==> src/rtl/fetch_sequencer.sv <==
// fetch_sequencer: sequences PC and instruction fetch through FETCH, DECODE, EXECUTE, UPDATE
// ports: clk, reset (async, active-low); start, ins_address, opcode, ins_ready, exec_done, branch_req in;
//        ins_rd, ir_load, exec_start, pc_inc, pc_load, finish, busy, error, phase, retired out
module fetch_sequencer #(
  parameter int ADDR_W = 8,
  parameter int OP_W = 8,
  parameter logic [OP_W-1:0] NOP_OPCODE = 8'h00,
  parameter logic [ADDR_W-1:0] IRAM_SIZE = 8'd12,
  parameter int FETCH_TIMEOUT = 15
) (
  input  logic              clk,
  input  logic              reset,
  input  logic              start,
  input  logic [ADDR_W-1:0] ins_address,
  input  logic [OP_W-1:0]   opcode,
  input  logic              ins_ready,
  input  logic              exec_done,
  input  logic              branch_req,
  output logic              ins_rd,
  output logic              ir_load,
  output logic              exec_start,
  output logic              pc_inc,
  output logic              pc_load,
  output logic              finish,
  output logic              busy,
  output logic              error,
  output logic [1:0]        phase,
  output logic [15:0]       retired
);
  localparam int TW = ($clog2(FETCH_TIMEOUT + 1) > 4) ? $clog2(FETCH_TIMEOUT + 1) : 4;
  typedef enum logic [2:0] {IDLE, FETCH, DECODE, EXEC, UPDATE, HALT} state_t;
  state_t state, state_nx;
  logic branch_flag;
  logic [TW-1:0] tmo;
  logic timed_out, at_last, is_nop;
  assign timed_out = tmo == TW'(FETCH_TIMEOUT - 1);
  assign at_last = ins_address == IRAM_SIZE - ADDR_W'(1);
  assign is_nop = opcode == NOP_OPCODE;
  always_ff @(posedge clk or negedge reset) begin
    if (!reset) begin
      state <= IDLE;
      branch_flag <= 1'b0;
      tmo <= '0;
      retired <= '0;
      error <= 1'b0;
    end else begin
      state <= state_nx;
      if (state == IDLE || state == UPDATE) tmo <= '0;
      else if (state == FETCH && !ins_ready) tmo <= tmo + TW'(1);
      if (state == FETCH && !ins_ready && timed_out) error <= 1'b1;
      if (state == EXEC && exec_done) branch_flag <= branch_req;
      if (state == UPDATE && retired != 16'hFFFF) retired <= retired + 16'd1;
    end
  end
  // illegal encodings fall into HALT so a corrupted state can never run the PC
  always_comb begin
    state_nx = HALT;
    case (state)
      IDLE:    state_nx = start ? FETCH : IDLE;
      FETCH:   state_nx = ins_ready ? DECODE : (timed_out ? HALT : FETCH);
      DECODE:  state_nx = is_nop ? HALT : EXEC;
      EXEC:    state_nx = exec_done ? UPDATE : EXEC;
      UPDATE:  state_nx = (!branch_flag && at_last) ? HALT : FETCH;
      default: state_nx = HALT;
    endcase
  end
  assign ins_rd = state == FETCH;
  assign ir_load = ins_rd && ins_ready;
  assign exec_start = state == DECODE && !is_nop;
  assign pc_inc = state == UPDATE && !branch_flag;
  assign pc_load = state == UPDATE && branch_flag;
  assign finish = state == HALT;
  assign busy = state == FETCH || state == DECODE || state == EXEC || state == UPDATE;
  assign phase = (state == DECODE) ? 2'b01 : (state == EXEC) ? 2'b10 : (state == UPDATE) ? 2'b11 : 2'b00;
endmodule

==> config.mk <==
export PLATFORM = sky130hd
export DESIGN_NAME = fetch_sequencer
export DESIGN_NICKNAME = d
export VERILOG_FILES = /design/src/rtl/fetch_sequencer.sv
export SDC_FILE = /design/constraint.sdc
export NUM_CORES = 1
export LEC_CHECK = 0
export ABC_AREA = 1
export BUFFER_PORTS_ARGS = -buffer_cell sky130_fd_sc_hd__buf_2
export CAP_MARGIN = 20
export CORE_UTILIZATION = 51
export DETAILED_ROUTE_END_ITERATION = 12
export PLACE_DENSITY = 0.79
export SYNTH_ARGS = -nofsm -noshare
export SYNTH_HDL_FRONTEND = slang
export SYNTH_SLANG_ARGS = --single-unit
==> constraint.sdc <==
create_clock -name clk -period 2 [get_ports clk]
set_clock_uncertainty 0.05 [all_clocks]
set_input_delay 0.1 -clock clk [delete_from_list [all_inputs] [get_ports clk]]
set_output_delay 0.1 -clock clk [all_outputs]
set_load 0.005 [all_outputs]
==> summary.txt <==
Yosys
  • Top flip-flop cell by instance count after synthesis: sky130_fd_sc_hd__dfrtp_1
  • Mean cell area of the mapped netlist: 6.94 um2
  • Most used standard cell by instance count after synthesis: sky130_fd_sc_hd__nand2_1
  • Sequential element share of the synthesized area: 0.395
  • Netlist Area Pre-Place: 1580 um2
  • Largest cells by area after synthesis: sky130_fd_sc_hd__dfrtp_1 (40%), sky130_fd_sc_hd__nand2_1 (21%), sky130_fd_sc_hd__nor2_1 (7.1%), sky130_fd_sc_hd__inv_1 (5.0%), sky130_fd_sc_hd__nand3_1 (4.4%)
  • Synthesized net count: 253
  • Number of distinct library cells after synthesis: 23
  • Number of instances in the synthesized netlist: 228
  • Count of yosys warnings during synthesis: 0
  • Proportion of netlist area held by the largest area contributor: 0.395
  • Async set or reset register ratio after synthesis: 1.00
  • Yosys reg bits: 25
  • Most common library cells after synthesis: sky130_fd_sc_hd__nand2_1 (87), sky130_fd_sc_hd__nor2_1 (30), sky130_fd_sc_hd__dfrtp_1 (25), sky130_fd_sc_hd__inv_1 (21), sky130_fd_sc_hd__nand3_1 (14)
  • Cell taking the most area after synthesis: sky130_fd_sc_hd__dfrtp_1
  • Number of flops mapped to enable cells by yosys: 0

GRT
  • Initial antenna violation count: 0
  • Wire length of the first global-routing pass: 5920 um
  • Tot GR Track Use: 0.223
  • GRT overflow: 0
  • Vias in the first global route: 1439
  • Largest net degree at the start of global routing: 26

Final layout
  • Fraction of final layout cells sized beyond drive strength 1: 0.238
  • Fill cell total of the finished layout: 262
  • FF+latch area: 626 um2
  • Synthesis-to-layout area growth: 20.3%
  • N_diodes: 0
  • Total Nets Final: 307
  • Area of combinational cells with multiple inputs: 837 um2

Critical path
  • Arrival time reported for the critical path endpoint: 1.60 ns
  • Classification of the worst setup path: reg2out
  • Startpoint class of the critical path: flop
  • Crit-path max FO: 6
  • Required time of the critical path: 1.85 ns
  • Critical path endpoint category: output port

STA
  • Final Hold Vio Count: 0
  • Shortest clock period the worst path allows after layout: 1.75 ns
  • Setup repair after global routing missed its margin: false
  • Total setup violations reported at the end of the flow: 0
  • Pin slew with the least headroom to its limit: 0.544 ns
  • Summed negative setup slack over all endpoints: 0 ns
  • Pins Over Slew Limit: 0
  • Worst rel slew slack: 0.638
  • Peak clock frequency supported by timing: 0.573 GHz
  • Final worst-path cycle share: 0.873
  • Least setup slack across all paths after layout: 0.254 ns

CTS
  • Clock root buffer: sky130_fd_sc_hd__clkbuf_4
  • Number of buffers between clock root and the deepest sink: 2
  • TritonCTS clock tree: built
  • Post-cts repair resize count: 0
  • TritonCTS buffer count: 3
  • H-tree level count: 1
  • Clock-pin slew of the registers on the worst-case setup and hold paths: 0.14 ns
  • Skew-Pair Late Insertion Delay: 0.33 ns
  • Number of clock sinks seen by CTS: 25

Die
  • Die outline area: 3330 um2
  • Cell Rows: 19
  • Initial cell density of the core: 0.555
  • Die Span Y: 57.7 um
  • Area of the core: 2850 um2
  • IO Count: 48
  • Width of the chip: 57.7 um

Route
  • Remaining antenna violation count: 0
  • DRC Markers: 0
  • Via total after detailed routing: 1597
  • 1st-iter DRT viols: 54
  • Average vias per placed instance: 5.12
  • Final WL: 3350 um
  • Detailed-routing iteration count for the pre-antenna-repair pass: 8
  • Mean routed wirelength per cell: 10.7 um

Power
  • Areal power density over the cells: 787 nW/um2
  • Static power due to leakage: 1.03 nW
  • Peak supply drop: 0.541 mV

Placed design
  • Weighted congestion reported at the end of routability-driven placement: 0.803
  • Count of port buffers added during placement: 47
  • Placement-stage worst setup slack: 0.309 ns
  • Placed wire-length estimate: 2530 um

Min path
  • Worst Hold Class: in2reg

Outcome
  • Result of the run: complete, no violations

Job
  • Max cap viols: 0
==> sequential cells by signal (all words and copies together) (netlist names) <==
register,flops
error,1
tmo,4
retired,16
state,3
branch_flag,1
==> power breakdown <==
| part | internal (mW) | switching, mW | total (mW) |
|---|---|---|---|
| Sequential | 0.590 | 0.117 | 0.707 |
| Clock | 0.0767 | 0.160 | 0.236 |
| Combinational | 0.225 | 0.331 | 0.556 |
| Total | 0.891 | 0.608 | 1.50 |
==> worst max-delay path, cell delays in order (launching register included) <==
cell and delay [ns]:
sky130_fd_sc_hd__dfrtp_1 0.44, sky130_fd_sc_hd__inv_2 0.12, sky130_fd_sc_hd__nand2_2 0.13, sky130_fd_sc_hd__nor2_4 0.18
sky130_fd_sc_hd__inv_2 0.10, sky130_fd_sc_hd__nor2_1 0.15, sky130_fd_sc_hd__buf_2 0.14
==> cell type report <==
class	instances	share of cell area
clock buffer	3	0.0118
clock inverter	1	0.00394
inverter	26	0.0512
multi-input combinational	175	0.440
sequential	25	0.329
tap	31	0.0204
timing repair buffer	51	0.145
==> layer usage <==
layer / track usage / vias to the layer above / share of wire / wire length [um]
li1: - / 829 / - / -
met2: 0.402 / 37 / 0.49 / 1630
met3: 0.0290 / 3 / 0.033 / 111
met4: 0.0476 / 0 / 0.0087 / 29
met1: 0.289 / 728 / 0.47 / 1580
met5: 0 / - / 0 / 0
==> final timing paths <==
path                          endpoint  slack, ns       start  depth (start not counted)
max in group asynchronous  retired[15]       1.31       reset                          2
setup reg to reg            retired[8]       0.28  retired[0]                          7
hold / removal                state[1]       0.10   ins_ready                          5
min in group asynchronous   retired[5]       0.23       reset                          2
setup / recovery                pc_inc       0.25    state[0]                          6
hold reg to reg                  error       0.44       error                          2
==> stage by stage <==
step	utilization	area (um2)	total power [mW]	instances	hold WS, ns
5_1_grt	0.668	1900	1.61	312	0.142
2_1_floorplan	-	1580	1.06	228	-0.246
3_3_place_gp	0.643	1830	1.25	304	0.0662
4_1_cts	0.668	1900	1.50	312	0.0742
6_report	0.668	1900	1.50	312	0.105
3_5_place_dp	0.643	1830	1.26	304	0.0679
==> kinds of logic after synthesis <==
group | synth area share
adders and majority gates | 0.0237
AOI/OAI and AO/OA | 0.0403
DFF | 0.395
buffers and inverters | 0.0759
and+or+nand+nor | 0.426
xor gates and xnor gates | 0.0387
==> layout by cell type (no fill, tap or decap), types with 4 or more instances in the layout <==
cell type	Yosys	layout
sky130_fd_sc_hd__nand2_1	87	87
sky130_fd_sc_hd__buf_2	0	47
sky130_fd_sc_hd__nor2_1	30	30
sky130_fd_sc_hd__dfrtp_1	25	25
sky130_fd_sc_hd__inv_1	21	21
sky130_fd_sc_hd__nand3_1	14	14
sky130_fd_sc_hd__nand4_1	11	11
sky130_fd_sc_hd__o21ai_0	7	7
sky130_fd_sc_hd__inv_2	4	4
sky130_fd_sc_hd__xnor2_1	4	4
sky130_fd_sc_hd__dlygate4sd3_1	0	4
==> repair_timing <==
item | in CTS | in global routing
endpoints found under the hold margin | 28 | 0
hold buffers | 4 | 0
setup buffers | 0 | 0
Note: power is estimated with default switching activity, not from simulation.
